--- config.mk ---
export PLATFORM = sky130hd
export DESIGN_NAME = display_scanner
export DESIGN_NICKNAME = d
export VERILOG_FILES = /design/src/rtl/display_pkg.sv /design/src/rtl/seven_segment_decoder.sv /design/src/rtl/display_scanner.sv
export SDC_FILE = /design/constraint.sdc
export NUM_CORES = 1
export LEC_CHECK = 0
export ABC_AREA = 1
export CORE_UTILIZATION = 52
export DETAILED_ROUTE_END_ITERATION = 8
export HOLD_SLACK_MARGIN = 0.05
export MAX_ROUTING_LAYER = met4
export PLACE_DENSITY_LB_ADDON = 0.25
export SETUP_SLACK_MARGIN = 0.4
export SLEW_MARGIN = 10
export SYNTH_ARGS = -nofsm -noshare
export SYNTH_HDL_FRONTEND = slang
export SYNTH_SLANG_ARGS = --single-unit
--- constraint.sdc ---
create_clock -name cmosClock -period 2.2 [get_ports cmosClock]
set_clock_uncertainty 0.15 [all_clocks]
set_input_delay 0.33 -clock cmosClock [delete_from_list [all_inputs] [get_ports cmosClock]]
set_output_delay 0.33 -clock cmosClock [all_outputs]
set_load 0.01 [all_outputs]
--- src/rtl/display_pkg.sv ---
// Shared state encoding and seven-segment patterns for the display scanner.
// Segment patterns are active-high, ordered {g,f,e,d,c,b,a}.
package display_pkg;

  typedef enum logic [1:0] {
    IDLE,
    BLANK,
    SHOW
  } state_e;

  localparam int DISPLAY_TICK_HZ = 200;

  localparam logic [6:0] SEG_0    = 7'h3F;
  localparam logic [6:0] SEG_1    = 7'h06;
  localparam logic [6:0] SEG_2    = 7'h5B;
  localparam logic [6:0] SEG_3    = 7'h4F;
  localparam logic [6:0] SEG_4    = 7'h66;
  localparam logic [6:0] SEG_5    = 7'h6D;
  localparam logic [6:0] SEG_6    = 7'h7D;
  localparam logic [6:0] SEG_7    = 7'h07;
  localparam logic [6:0] SEG_8    = 7'h7F;
  localparam logic [6:0] SEG_9    = 7'h6F;
  localparam logic [6:0] SEG_DASH = 7'h40;
  localparam logic [6:0] SEG_OFF  = 7'h00;

endpackage

--- src/rtl/seven_segment_decoder.sv ---
// Combinational BCD to seven-segment decoder; non-decimal codes render a dash.
module seven_segment_decoder
  import display_pkg::*;
(
  input  logic [3:0] bcd_i,
  output logic [6:0] seg_o
);

  // NOTE: every path through a combinational block must assign each output
  // (here via the case default); a missing path infers a latch.
  always_comb begin
    case (bcd_i)
      4'd0:    seg_o = SEG_0;
      4'd1:    seg_o = SEG_1;
      4'd2:    seg_o = SEG_2;
      4'd3:    seg_o = SEG_3;
      4'd4:    seg_o = SEG_4;
      4'd5:    seg_o = SEG_5;
      4'd6:    seg_o = SEG_6;
      4'd7:    seg_o = SEG_7;
      4'd8:    seg_o = SEG_8;
      4'd9:    seg_o = SEG_9;
      default: seg_o = SEG_DASH;
    endcase
  end

endmodule

--- src/rtl/display_scanner.sv ---
// Time-multiplexed seven-segment scanner: one digit per display-clock rising
// edge, a blanking gap between digits, and a per-frame snapshot of the inputs.
module display_scanner
  import display_pkg::*;
#(
  parameter int NUM_DIGITS   = 4,
  parameter int BLANK_CYCLES = 1000,
  parameter bit ACTIVE_LOW   = 1'b1
) (
  input  logic                    cmosClock,
  input  logic                    reset,
  input  logic                    displayClock,
  input  logic [4*NUM_DIGITS-1:0] digitsIn,
  input  logic [NUM_DIGITS-1:0]   digitEnable,
  input  logic [NUM_DIGITS-1:0]   decimalPoints,
  output logic [NUM_DIGITS-1:0]   anodeOut,
  output logic [6:0]              segmentOut,
  output logic                    dpOut,
  output logic                    frameStart
);

  localparam int IDX_W = $clog2(NUM_DIGITS);
  localparam int CNT_W = (BLANK_CYCLES > 1) ? $clog2(BLANK_CYCLES) : 1;
  localparam logic [IDX_W-1:0]      LAST_IDX = IDX_W'(NUM_DIGITS - 1);
  localparam logic [CNT_W-1:0]      LAST_CNT = CNT_W'(BLANK_CYCLES - 1);
  localparam logic [NUM_DIGITS-1:0] ANODE_POL = {NUM_DIGITS{ACTIVE_LOW}};
  localparam logic [6:0]            SEG_POL   = {7{ACTIVE_LOW}};

  state_e                  state_q, state_d;
  logic [IDX_W-1:0]        idx_q, idx_d;
  logic [CNT_W-1:0]        cnt_q, cnt_d;
  logic [4*NUM_DIGITS-1:0] snap_digits_q, snap_digits_d;
  logic [NUM_DIGITS-1:0]   snap_en_q, snap_en_d;
  logic [NUM_DIGITS-1:0]   snap_dp_q, snap_dp_d;
  logic                    frame_start_q, frame_start_d;
  logic                    dclk_prev_q;
  logic [NUM_DIGITS-1:0]   anode_q, anode_d;
  logic [6:0]              seg_q, seg_d;
  logic                    dp_q, dp_d;

  logic       tick;
  logic       latch_snapshot;
  logic [3:0] nibble;
  logic [6:0] seg_raw;

  // displayClock comes from another counter and is treated purely as data.
  assign tick = displayClock & ~dclk_prev_q;

  always_comb begin
    state_d        = state_q;
    idx_d          = idx_q;
    cnt_d          = cnt_q;
    latch_snapshot = 1'b0;
    case (state_q)
      IDLE: begin
        if (tick) begin
          latch_snapshot = 1'b1;
          idx_d          = '0;
          cnt_d          = '0;
          state_d        = BLANK;
        end
      end
      BLANK: begin
        if (cnt_q == LAST_CNT) begin
          cnt_d   = '0;
          state_d = SHOW;
        end else begin
          cnt_d = cnt_q + 1'b1;
        end
      end
      SHOW: begin
        if (tick) begin
          cnt_d   = '0;
          state_d = BLANK;
          if (idx_q == LAST_IDX) begin
            idx_d          = '0;
            latch_snapshot = 1'b1;
          end else begin
            idx_d = idx_q + 1'b1;
          end
        end
      end
      default: state_d = IDLE;
    endcase
  end

  assign snap_digits_d = latch_snapshot ? digitsIn      : snap_digits_q;
  assign snap_en_d     = latch_snapshot ? digitEnable   : snap_en_q;
  assign snap_dp_d     = latch_snapshot ? decimalPoints : snap_dp_q;
  assign frame_start_d = latch_snapshot;

  assign nibble = snap_digits_q[{idx_q, 2'b00} +: 4];

  seven_segment_decoder u_decoder (
    .bcd_i (nibble),
    .seg_o (seg_raw)
  );

  // Disabled digits keep their anode slot so every digit gets equal on-time.
  always_comb begin
    anode_d = '0;
    seg_d   = SEG_OFF;
    dp_d    = 1'b0;
    if (state_q == SHOW) begin
      anode_d = NUM_DIGITS'(1) << idx_q;
      if (snap_en_q[idx_q]) begin
        seg_d = seg_raw;
        dp_d  = snap_dp_q[idx_q];
      end
    end
  end

  // NOTE: state registers use non-blocking assignments so every register
  // samples the pre-edge values, independent of statement order.
  always_ff @(posedge cmosClock) begin
    if (reset) begin
      state_q       <= IDLE;
      idx_q         <= '0;
      cnt_q         <= '0;
      // NOTE: the snapshot is reset too, so nothing stale survives a reset
      // even though it is always reloaded before being displayed.
      snap_digits_q <= '0;
      snap_en_q     <= '0;
      snap_dp_q     <= '0;
      frame_start_q <= 1'b0;
      dclk_prev_q   <= 1'b1;
      anode_q       <= ANODE_POL;
      seg_q         <= SEG_POL;
      dp_q          <= ACTIVE_LOW;
    end else begin
      state_q       <= state_d;
      idx_q         <= idx_d;
      cnt_q         <= cnt_d;
      snap_digits_q <= snap_digits_d;
      snap_en_q     <= snap_en_d;
      snap_dp_q     <= snap_dp_d;
      frame_start_q <= frame_start_d;
      dclk_prev_q   <= displayClock;
      anode_q       <= anode_d ^ ANODE_POL;
      seg_q         <= seg_d ^ SEG_POL;
      dp_q          <= dp_d ^ ACTIVE_LOW;
    end
  end

  assign anodeOut   = anode_q;
  assign segmentOut = seg_q;
  assign dpOut      = dp_q;
  assign frameStart = frame_start_q;

endmodule
==> metrics.md <==
| Metric | Value |
|---|---|
| Status | complete, no violations |
| Leak | 1.22 nW |
| DRT iter0 DRCs | 73 |
| GPL Wtd Cong | 0.788 |
| Mean post-synth cell area | 7.29 sq um |
| CTS clk-pin slew, worst paths | 0.09 ns |
| Setup crit end kind | flip-flop |
| CP Max Fanout | 17 |
| WL/cell | 11.7 microns |
| Max cap viols | 0 |
| Synth Cell Area | 2360 sq um |
| Worst EP required | 2.30 ns |
| WHS | 0.310 ns |
| Cell depth of the worst hold path | 2 |
| Root Buffer | clkbuf_8 |
| Utilization after layout | 67.2% |
| CTS Buf Count | 5 |
| Crit path arrival time | 1.80 ns |
| Setup repair bufs after CTS | 0 |
| Remaining Overflow, GRT | 0 |
| Port bufs | 39 |
| Worst setup SP type | flip-flop |
| Slew @ Worst Pin | 0.458 ns |
| Initial antenna violation count | 0 |
| Ratio of cells with drive above 1 in the final layout | 10.1% |
| Number of global-route vias before repair | 2,018 |
| Hold path start | snap_digits_q[11] |
| Global Route Usage Sum | 22.7% |
| Switching share of power | 24.2% |
| CTS tree | done |
| Reg-to-reg critical path endpoint | snap_en_q[1] |
| Largest net degree at the start of global routing | 32 |
| PwrDens | 634 nW/um^2 |
| Maximum vdd drop | 0.000501 V |
| Post-route ant nets | 0 |
| Net Count, Synth | 360 |
| IO Pins | 40 |
| HP Class | reg -> reg |
| Synthesis-stage register bit count | 52 |
| Crit Path Category | reg -> reg |
| Rows | 24 |
| Global-route wire length before repair | 8470 microns |
| F_max | 0.589 GHz |
| Sequential element share of the synthesized area | 44.2% |
| Comb pwr share | 12.2% |
| Die Width | 69.3 microns |
| Max Root-Sink Buffers | 2 |
| Period Utilization, post-route | 77.2% |
| Slew Limit Fails | 0 |
| Synth warn | 0 |
| Setup violations, final | 0 |
| TNS Setup | 0 ns |
| Relative slew slack | 69.4% |
| Vert. Die Dim | 69.3 microns |
| Internal | 0.00141 W |
| Starting utilization of the core area | 54.1% |
| Cts hold-fix bufs | 0 |
| Die ar. | 4800 sq um |
| N_diodes | 0 |
| Area Overhead vs Synth | 24.3% |
| Final hold violations | 0 |
| Reg2Reg Setup Slack | 0.50 ns |
| Mapped Cells | 323 |
| WHS Endpoint | snap_digits_q[11] |
| Vias | 2,132 |
| Clock latency on the worst-skew pair | 0.31 ns |
| Final routed DRC violation total | 0 |
| RR Startpoint | idx_q[0] |
| Post-route minimum period | 1.70 ns |
| DRT Pass-1 Iters | 4 |
| Sw Pwr | 0.000449 W |
| Post-DP HPWL | 3370 microns |
| Cells on worst reg2reg path | 7 |
| Area of the core | 4350 sq um |
| Setup repair after global routing missed its margin | yes |
| Via density | 5.10 |
| H-tree levels | 2 |
| Sequential power share | 53.1% |
| Count of cell types in the netlist | 30 |
| CTS sink cnt | 52 |
| Post-Route WL | 4910 microns |
| Nets | 402 |
| Clk pwr share | 34.7% |
[cell usage in the layout (no fill, tap or decap)]
master | Yosys | routed
o21ai_0 | 32 | 31
nor3_1 | 1 | 1
clkdlybuf4s50_1 | 0 | 39
o21ai_1 | 6 | 7
clkinv_1 | 1 | 1
nor2_2 | 2 | 2
a21oi_4 | 1 | 2
a21oi_1 | 16 | 16
nand2_2 | 2 | 3
clkinv_2 | 0 | 1
nor2_1 | 53 | 53
dfxtp_1 | 52 | 51
nand3_1 | 17 | 17
o211ai_1 | 2 | 2
nor2_4 | 1 | 1
clkbuf_8 | 0 | 5
o21ai_2 | 1 | 1
dfxtp_2 | 0 | 1
inv_1 | 24 | 24
ha_1 | 10 | 10
o22ai_1 | 1 | 1
bufinv_16 | 0 | 1
inv_2 | 8 | 7
buf_6 | 1 | 2
a21oi_2 | 2 | 1
nand3_2 | 2 | 2
nand2_4 | 3 | 3
inv_4 | 0 | 1
clkbuf_1 | 2 | 1
a211oi_1 | 2 | 2
nand4_1 | 1 | 1
nand2_1 | 72 | 71
buf_4 | 1 | 3
buf_2 | 5 | 1
a31oi_1 | 1 | 1
[final cells by class]
| class | count | area [sq um] |
|---|---|---|
| Multi-Input combinational cell | 228 | 1150 |
| Clock inverter | 2 | 35.0 |
| Inverter | 33 | 126 |
| Timing Repair Buffer | 45 | 440 |
| Fill cell | 387 | 1430 |
| Clock buffer | 6 | 72.6 |
| Tap cell | 52 | 65.1 |
| Sequential cell | 52 | 1040 |
[stage by stage]
stage / setup slack, ns / power, W / cell area, sq um / instances
floorplan: 0.479 / 0.00114 / 2360 / 323
global placement: 0.276 / 0.00122 / 2790 / 409
detailed placement: 0.218 / 0.00123 / 2790 / 409
CTS: 0.419 / 0.00187 / 2900 / 417
global route: 0.392 / 0.00195 / 2930 / 418
finish: 0.501 / 0.00186 / 2930 / 418
[registers in the layout, summed over array words and instances (netlist names)]
signal / flops
dclk_prev_q: 1
snap_dp_q: 4
state_q: 2
dpOut: 1
snap_digits_q: 16
idx_q: 2
snap_en_q: 4
cnt_q: 10
segmentOut: 7
frameStart: 1
anodeOut: 4
[logic make-up after synthesis]
family	share of synthesized area [%]
flops	44.2
buf+inv	7.59
fa+ha+maj	5.31
simple gates	27.8
compound gates	15.1
[cell usage after synthesis]
cell type	count	area share, %
nand3_2	2	0.85
nor3_1	1	0.21
buf_1	1	0.16
a21oi_4	1	0.69
buf_4	1	0.32
nor2_2	2	0.53
buf_2	5	1.1
inv_2	8	1.3
ha_1	10	5.3
a211oi_1	2	0.64
buf_6	1	0.48
nand2_2	2	0.53
a21oi_1	16	3.4
clkinv_1	1	0.16
o211ai_1	2	0.64
o22ai_1	1	0.27
o21ai_1	6	1.3
nor2_4	1	0.48
o21ai_0	32	6.8
a31oi_1	1	0.27
inv_1	24	3.8
nor2_1	53	8.4
nand3_1	17	3.6
dfxtp_1	52	44
a21oi_2	2	0.74
nand2_1	72	11
o21ai_2	1	0.37
clkbuf_1	2	0.32
nand2_4	3	1.4
nand4_1	1	0.27
[power groups by stage]
stage / registers (W) / clock network (W) / logic, W
floorplan: 0.00100 / 0 / 0.000139
global placement: 0.00101 / 0 / 0.000218
detailed placement: 0.00101 / 0 / 0.000222
CTS: 0.000986 / 0.000660 / 0.000223
global route: 0.000990 / 0.000710 / 0.000254
finish: 0.000986 / 0.000645 / 0.000226
[worst max-delay path by stage]
stage,endpoint,startpoint,slack (ns),depth (start not counted)
global placement,snap_digits_q[3],displayClock,0.28,8
floorplan,segmentOut[5],idx_q[0],0.48,11
global route,segmentOut[5],idx_q[0],0.39,10
CTS,segmentOut[5],idx_q[0],0.42,10
finish,snap_en_q[1],idx_q[0],0.50,7
detailed placement,snap_digits_q[11],displayClock,0.22,8
[per-layer routing]
| layer | global-route usage (%) | vias up | part of all wire (%) |
|---|---|---|---|
| li1 | - | 1117 | - |
| met1 | 24.7 | 950 | 45 |
| met2 | 39.1 | 51 | 48 |
| met3 | 5.81 | 14 | 4.1 |
| met4 | 9.75 | 0 | 2.5 |
| met5 | - | - | 0 |
[critical path, cell delays in order (launching register included)]
cell	delay, ns
dfxtp_1	0.37
buf_6	0.19
ha_1	0.18
inv_1	0.08
a21oi_4	0.21
buf_2	0.26
o21ai_0	0.11
nor2_1	0.09
[repair_timing]
item | 4_1_cts | 5_1_grt
pin swaps | 0 | 1
gates cloned | 0 | 1
endpoints found under the setup margin | 1 | 26
gates resized for setup | 1 | 7
hold endpoints to repair | 0 | 0
Power figures use the tool's default switching activity.
==> edit 1 (config.mk and constraints unchanged) <==
The parameter `ACTIVE_LOW` goes from 1'b1 to 1'b0.
--- a/src/rtl/display_scanner.sv
+++ b/src/rtl/display_scanner.sv
@@ -7,3 +7,3 @@
   parameter int BLANK_CYCLES = 1000,
-  parameter bit ACTIVE_LOW   = 1'b1
+  parameter bit ACTIVE_LOW   = 1'b0
 ) (
Function: changed (Yosys sat finds a counterexample within 4 cycles, from zero or initial values and one cycle with reset high).
==> edit 1 against the unedited design <==
  * Sequential share of layout area is 0.81 points lower
  * Final area is 2.7% higher
  * Die area grew 2.0%
  * Largest power group unchanged
  * Via count shrank 0.80%
  * Wire length rose by 1.9%
  * Critical endpoint is now segmentOut[5]
  * Fmax is 1.2% higher
  * Worst setup slack improved by 0.020 ns
  * Core utilization rose by 1.3 points
  * Power grew 4.8%
  * Sequential power about the same
  * Area after synthesis rose by 2.0%
  * Sequential cell count stayed put
  * Highest routed layer unchanged
==> edit 1: results (changes against the unedited design) <==
Status
The flow ran to the end, and the final reports show no timing, DRC or antenna violations.

Power and ir drop
The cell-internal power is 1.484 mW (+5.4%). The combinational gate power is 0.250 mW (+11%). The maximum vdd ir drop came to 0.4563 mV (-8.9%).

The clock-net power is 0.709 mW (+9.9%). The leakage component of the power was 1.276 nW (+4.5%). The net switching component of the power is 0.4616 mW (+2.8%).

Route
The overall via count from detail_route is 2115 (-0.80%). The iteration-0 DRC count of the detailed router was 108 (+48%). The met3 layer wire length in the routed design is 222 um (+9.9%). The met1 wire length is 2426 um (+9.5%). The wire length after detailed routing is 4999 um (+1.9%).

The detailed-router iteration count before antenna repair is 4 (unchanged). The wire length on met2 is 2296 um (-3.1%).

Setup path
The worst register-to-register path begins at idx_q[0]. In this design, the largest share of critical-path delay is due to simple AND/OR/NAND/NOR gates. The biggest cell delay along the critical path came to 0.37 ns (about the same).

The worst register-to-register path ends at segmentOut[5]. The maximum fanout count along the critical path is 18 (+1). The length in cells of the worst reg-to-reg path is 10 (+3).

The critical path's slowest cell is dfxtp_4. The register-to-register setup slack came to 0.52 ns (+0.02 ns). The data arrival time of the critical path is 1.77 ns (-0.03 ns).

Clock network
The number of gates resized after CTS is 3 (+2). After clock tree synthesis, the clock-pin slew on the worst setup and hold paths is about 0.1 ns. The source-to-sink clock delay at the later pin of the worst-skew pair is around 0.30 ns.

The number of buffers on the longest clock path was 2 (unchanged). The post-CTS setup buffer count is 0 (unchanged).

STA
The smallest hold slack was 0.3002 ns (-0.01005 ns). The relative slew slack was 81.98% (+13 points).

Finish
The final layout net count was 401 (-0.25%). The filler-free cell count of the finished design came to 419 (+0.24%). The share of post-route cells with drive strength above 1 is 12.81% (+2.7 points).

Global routing
The first-pass GRT wire length is 8859 um (+4.6%). The number of global-route vias before repair is 1969 (-2.4%). The global routing usage summed across all routing layers is 22.96% (+0.26 points). The routing usage on met2 was 35.68% (-3.4 points). The largest net degree at the start of global routing is 29 (-9.4%). The met1 global-route usage is 30.88% (+6.2 points). The met3 usage in global routing is 4.040% (-1.8 points).

Placement
The half-perimeter wire length of the detailed placement result is 3420 um (+1.4%). The area of placed instances is 2800 um^2 (+0.22%). The worst setup timing slack at the placement stage was 0.2367 ns (+0.01865 ns). The global placement routability congestion is 0.8075 (+2.5%). The total placed cells including tap cells is 405 (-0.98%).

Yosys
The post-synthesis adder-cell area fraction is 4.164% (-1.1 points). The post-synthesis compound-gate area fraction is 13.38% (-1.7 points). The post-synthesis share of cell area spent on xor and xnor gates came to 0% (unchanged). The average instance area after synthesis is 7.488 um^2 (+2.7%). The number of nets in the synthesized netlist is 356 (-1.1%).

The number of warnings reported in the yosys synthesis log is 0 (unchanged). The portion of the post-synthesis area used by sequential elements is 43.31% (-0.87 points). Sorting the synthesized cells by how often they occur yields 66 x nor2_1, 55 x nand2_1, 52 x dfxtp_1. Ranked by total cell area, the synthesized netlist is headed by dfxtp_1 43%, nor2_1 10%, nand2_1 8.6%.

Min path
The startpoint identified for the worst hold timing path is snap_digits_q[11]. The type of the worst min-delay path is flop to flop.
-- edit 1: cell types whose count changed in the layout (fill, tap and decap cells not counted), moves of 3 or more --
cell      before  now
o21ai_0       31   34
inv_2          7    4
o21ai_1        7    0
nand3_2        2    6
nor3_1         1    5
nor2_1        53   66
buf_4          3   10
nand3b_1       0    3
nand3_1       17   11
nand2_1       71   55
-- edit 1: how the worst max path moves through the flow --
stage          slack [ns]  cells after the start                end
2_1_floorplan        0.52                     12      segmentOut[5]
3_3_place_gp         0.30                      6  snap_digits_q[11]
3_5_place_dp         0.24                      6       snap_dp_q[3]
4_1_cts              0.42                      9      segmentOut[5]
5_1_grt              0.39                      9      segmentOut[3]
6_report             0.52                     10      segmentOut[5]
-- edit 1: layout make-up --
class,instances,area [um^2]
Tap cell,52,65.06
Clock inverter,1,30.03
Inverter,29,113.9
Fill cell,357,1378
Multi-Input combinational cell,228,1175
Timing Repair Buffer,50,480.5
Sequential cell,52,1046
Clock buffer,7,96.34
==> edit 2 (same settings) <==
Without the edit above. Put one more register stage on the output `anodeOut`, without a reset. The value now appears one clock later. The other outputs are not delayed to match.
--- a/src/rtl/display_scanner.sv
+++ b/src/rtl/display_scanner.sv
@@ -144,3 +144,5 @@
 
-  assign anodeOut   = anode_q;
+  always_ff @(posedge cmosClock) begin
+    anodeOut <= anode_q;
+  end
   assign segmentOut = seg_q;
Function: changed (a bounded check fails within 4 cycles, from zero or initial values and one cycle with reset high).
==> edit 2 against the unedited design <==
  * Power increased by 5.3%
  * Hold slack got worse by 0.12 ns
  * Wire length increased by 0.10%
  * Sequential cell count increased by 4
  * Worst setup slack improved by 0.023 ns
  * Die area increased by 2.4%
  * Area after synthesis increased by 2.4%
  * Final area increased by 3.1%
  * Via count increased by 1.8%
  * Sequential share of layout area increased by 1.6 points
  * Fmax increased by 1.4%
  * Critical endpoint is now segmentOut[3]
  * Largest cell class unchanged
==> edit 2: results (changes against the unedited design) <==
Status
The run finished with clean final reports.

Placement
The area of placed instances is 2860 um^2 (+2.4%). The global placement routability congestion is 0.8408 (+6.7%). The worst setup timing slack at the placement stage is 0.1956 ns (-0.02241 ns). The half-perimeter wire length of the detailed placement result is 3416 um (+1.3%).

Finish
The final-layout fill cell count came to 359 (-7.2%). The number of signal-net inverters in the final layout was 27 (-18%). The count of buffers not belonging to the clock network in the layout is 51 (+13%). The register area is 1124 um^2 (+7.8%). The clock buffer and inverter area fraction after layout is 3.564% (-0.11 points).

The design area is 3019 um^2 (+3.1%). The fraction of area in non-clock buffers is 16.04% (+1.0 points). The share of post-route cells with drive strength above 1 is 11.65% (+1.5 points).

Setup path
The family with the most delay on the worst path is simple AND/OR/NAND/NOR gates. In this run the critical register-to-register path is captured at segmentOut[3]. The maximum fanout count along the critical path is 15 (-2). The data arrival time of the critical path is 1.73 ns (-0.07 ns).

Power and ir drop
The switching share of total power is 23.68% (-0.49 points). The maximum vdd ir drop is 0.3799 mV (-24%). The leakage component of the power came to 1.267 nW (+3.7%).

The combinational group share of total power is 12.4% (+0.2 points).

Yosys
The number of nets in the synthesized netlist is 357 (-0.83%). Counting instances in the post-synthesis netlist gives the leading cell types as 64 x nand2_1, 60 x nor2_1, 56 x dfxtp_1. Yosys attributes the largest share of cell area to dfxtp_1 46%, nand2_1 10%, nor2_1 9.3%. The distinct cell type count of the synthesized netlist came to 27 (-10%). The portion of the post-synthesis area used by sequential elements is 46.45% (+2.3 points).

Global routing
The first-pass GRT wire length was 8238 um (-2.7%). The global routing usage summed across all routing layers is 21.28% (-1.4 points).

Min path
The source of the worst hold timing path is anode_q[0].

Clock network
The number of gates resized after CTS was 0 (-1).

Route
The met1 wire length came to 2363 um (+6.7%). The per-cell routed wire length was 11.67 um (-0.61%). The detailed-router iteration count before antenna repair is 5 (+1). The via-per-instance ratio is 5.157 (+1.1%). The wire length on met2 is 2261 um (-4.6%).

Floorplan
The area inside the core boundary is 4414 um^2 (+1.4%).

STA
The highest attainable clock frequency is 0.5966 GHz (+1.4%). The relative slew slack came to 68.53% (-0.92 points).
[edit 2: cell types whose count changed after synthesis, moves of 3 or more]
| cell | before | now |
|---|---|---|
| dfxtp_1 | 52 | 56 |
| o21ai_1 | 6 | 1 |
| nand2_2 | 2 | 6 |
| nand2_4 | 3 | 0 |
| inv_1 | 24 | 20 |
| nor2_1 | 53 | 60 |
| nand2_1 | 72 | 64 |
| o21ai_0 | 32 | 36 |
[edit 2: how the worst min path moves through the flow]
stage / to
after floorplan: anodeOut[0]
final: anodeOut[0]
after global placement: anodeOut[0]
after global routing: anodeOut[0]
after CTS: anodeOut[1]
after detailed placement: anodeOut[1]
[edit 2: cell families (layout without fill, tap and decap cells)]
| family | count (synthesis) | after routing | share of synthesized area (%) |
|---|---|---|---|
| and+or+nand+nor | 156 | 156 | 27.37 |
| adders and majority gates | 10 | 10 | 5.184 |
| DFF | 56 | 56 | 46.45 |
| buffers and inverters | 37 | 86 | 6.739 |
| AOI/OAI and AO/OA | 61 | 61 | 14.26 |
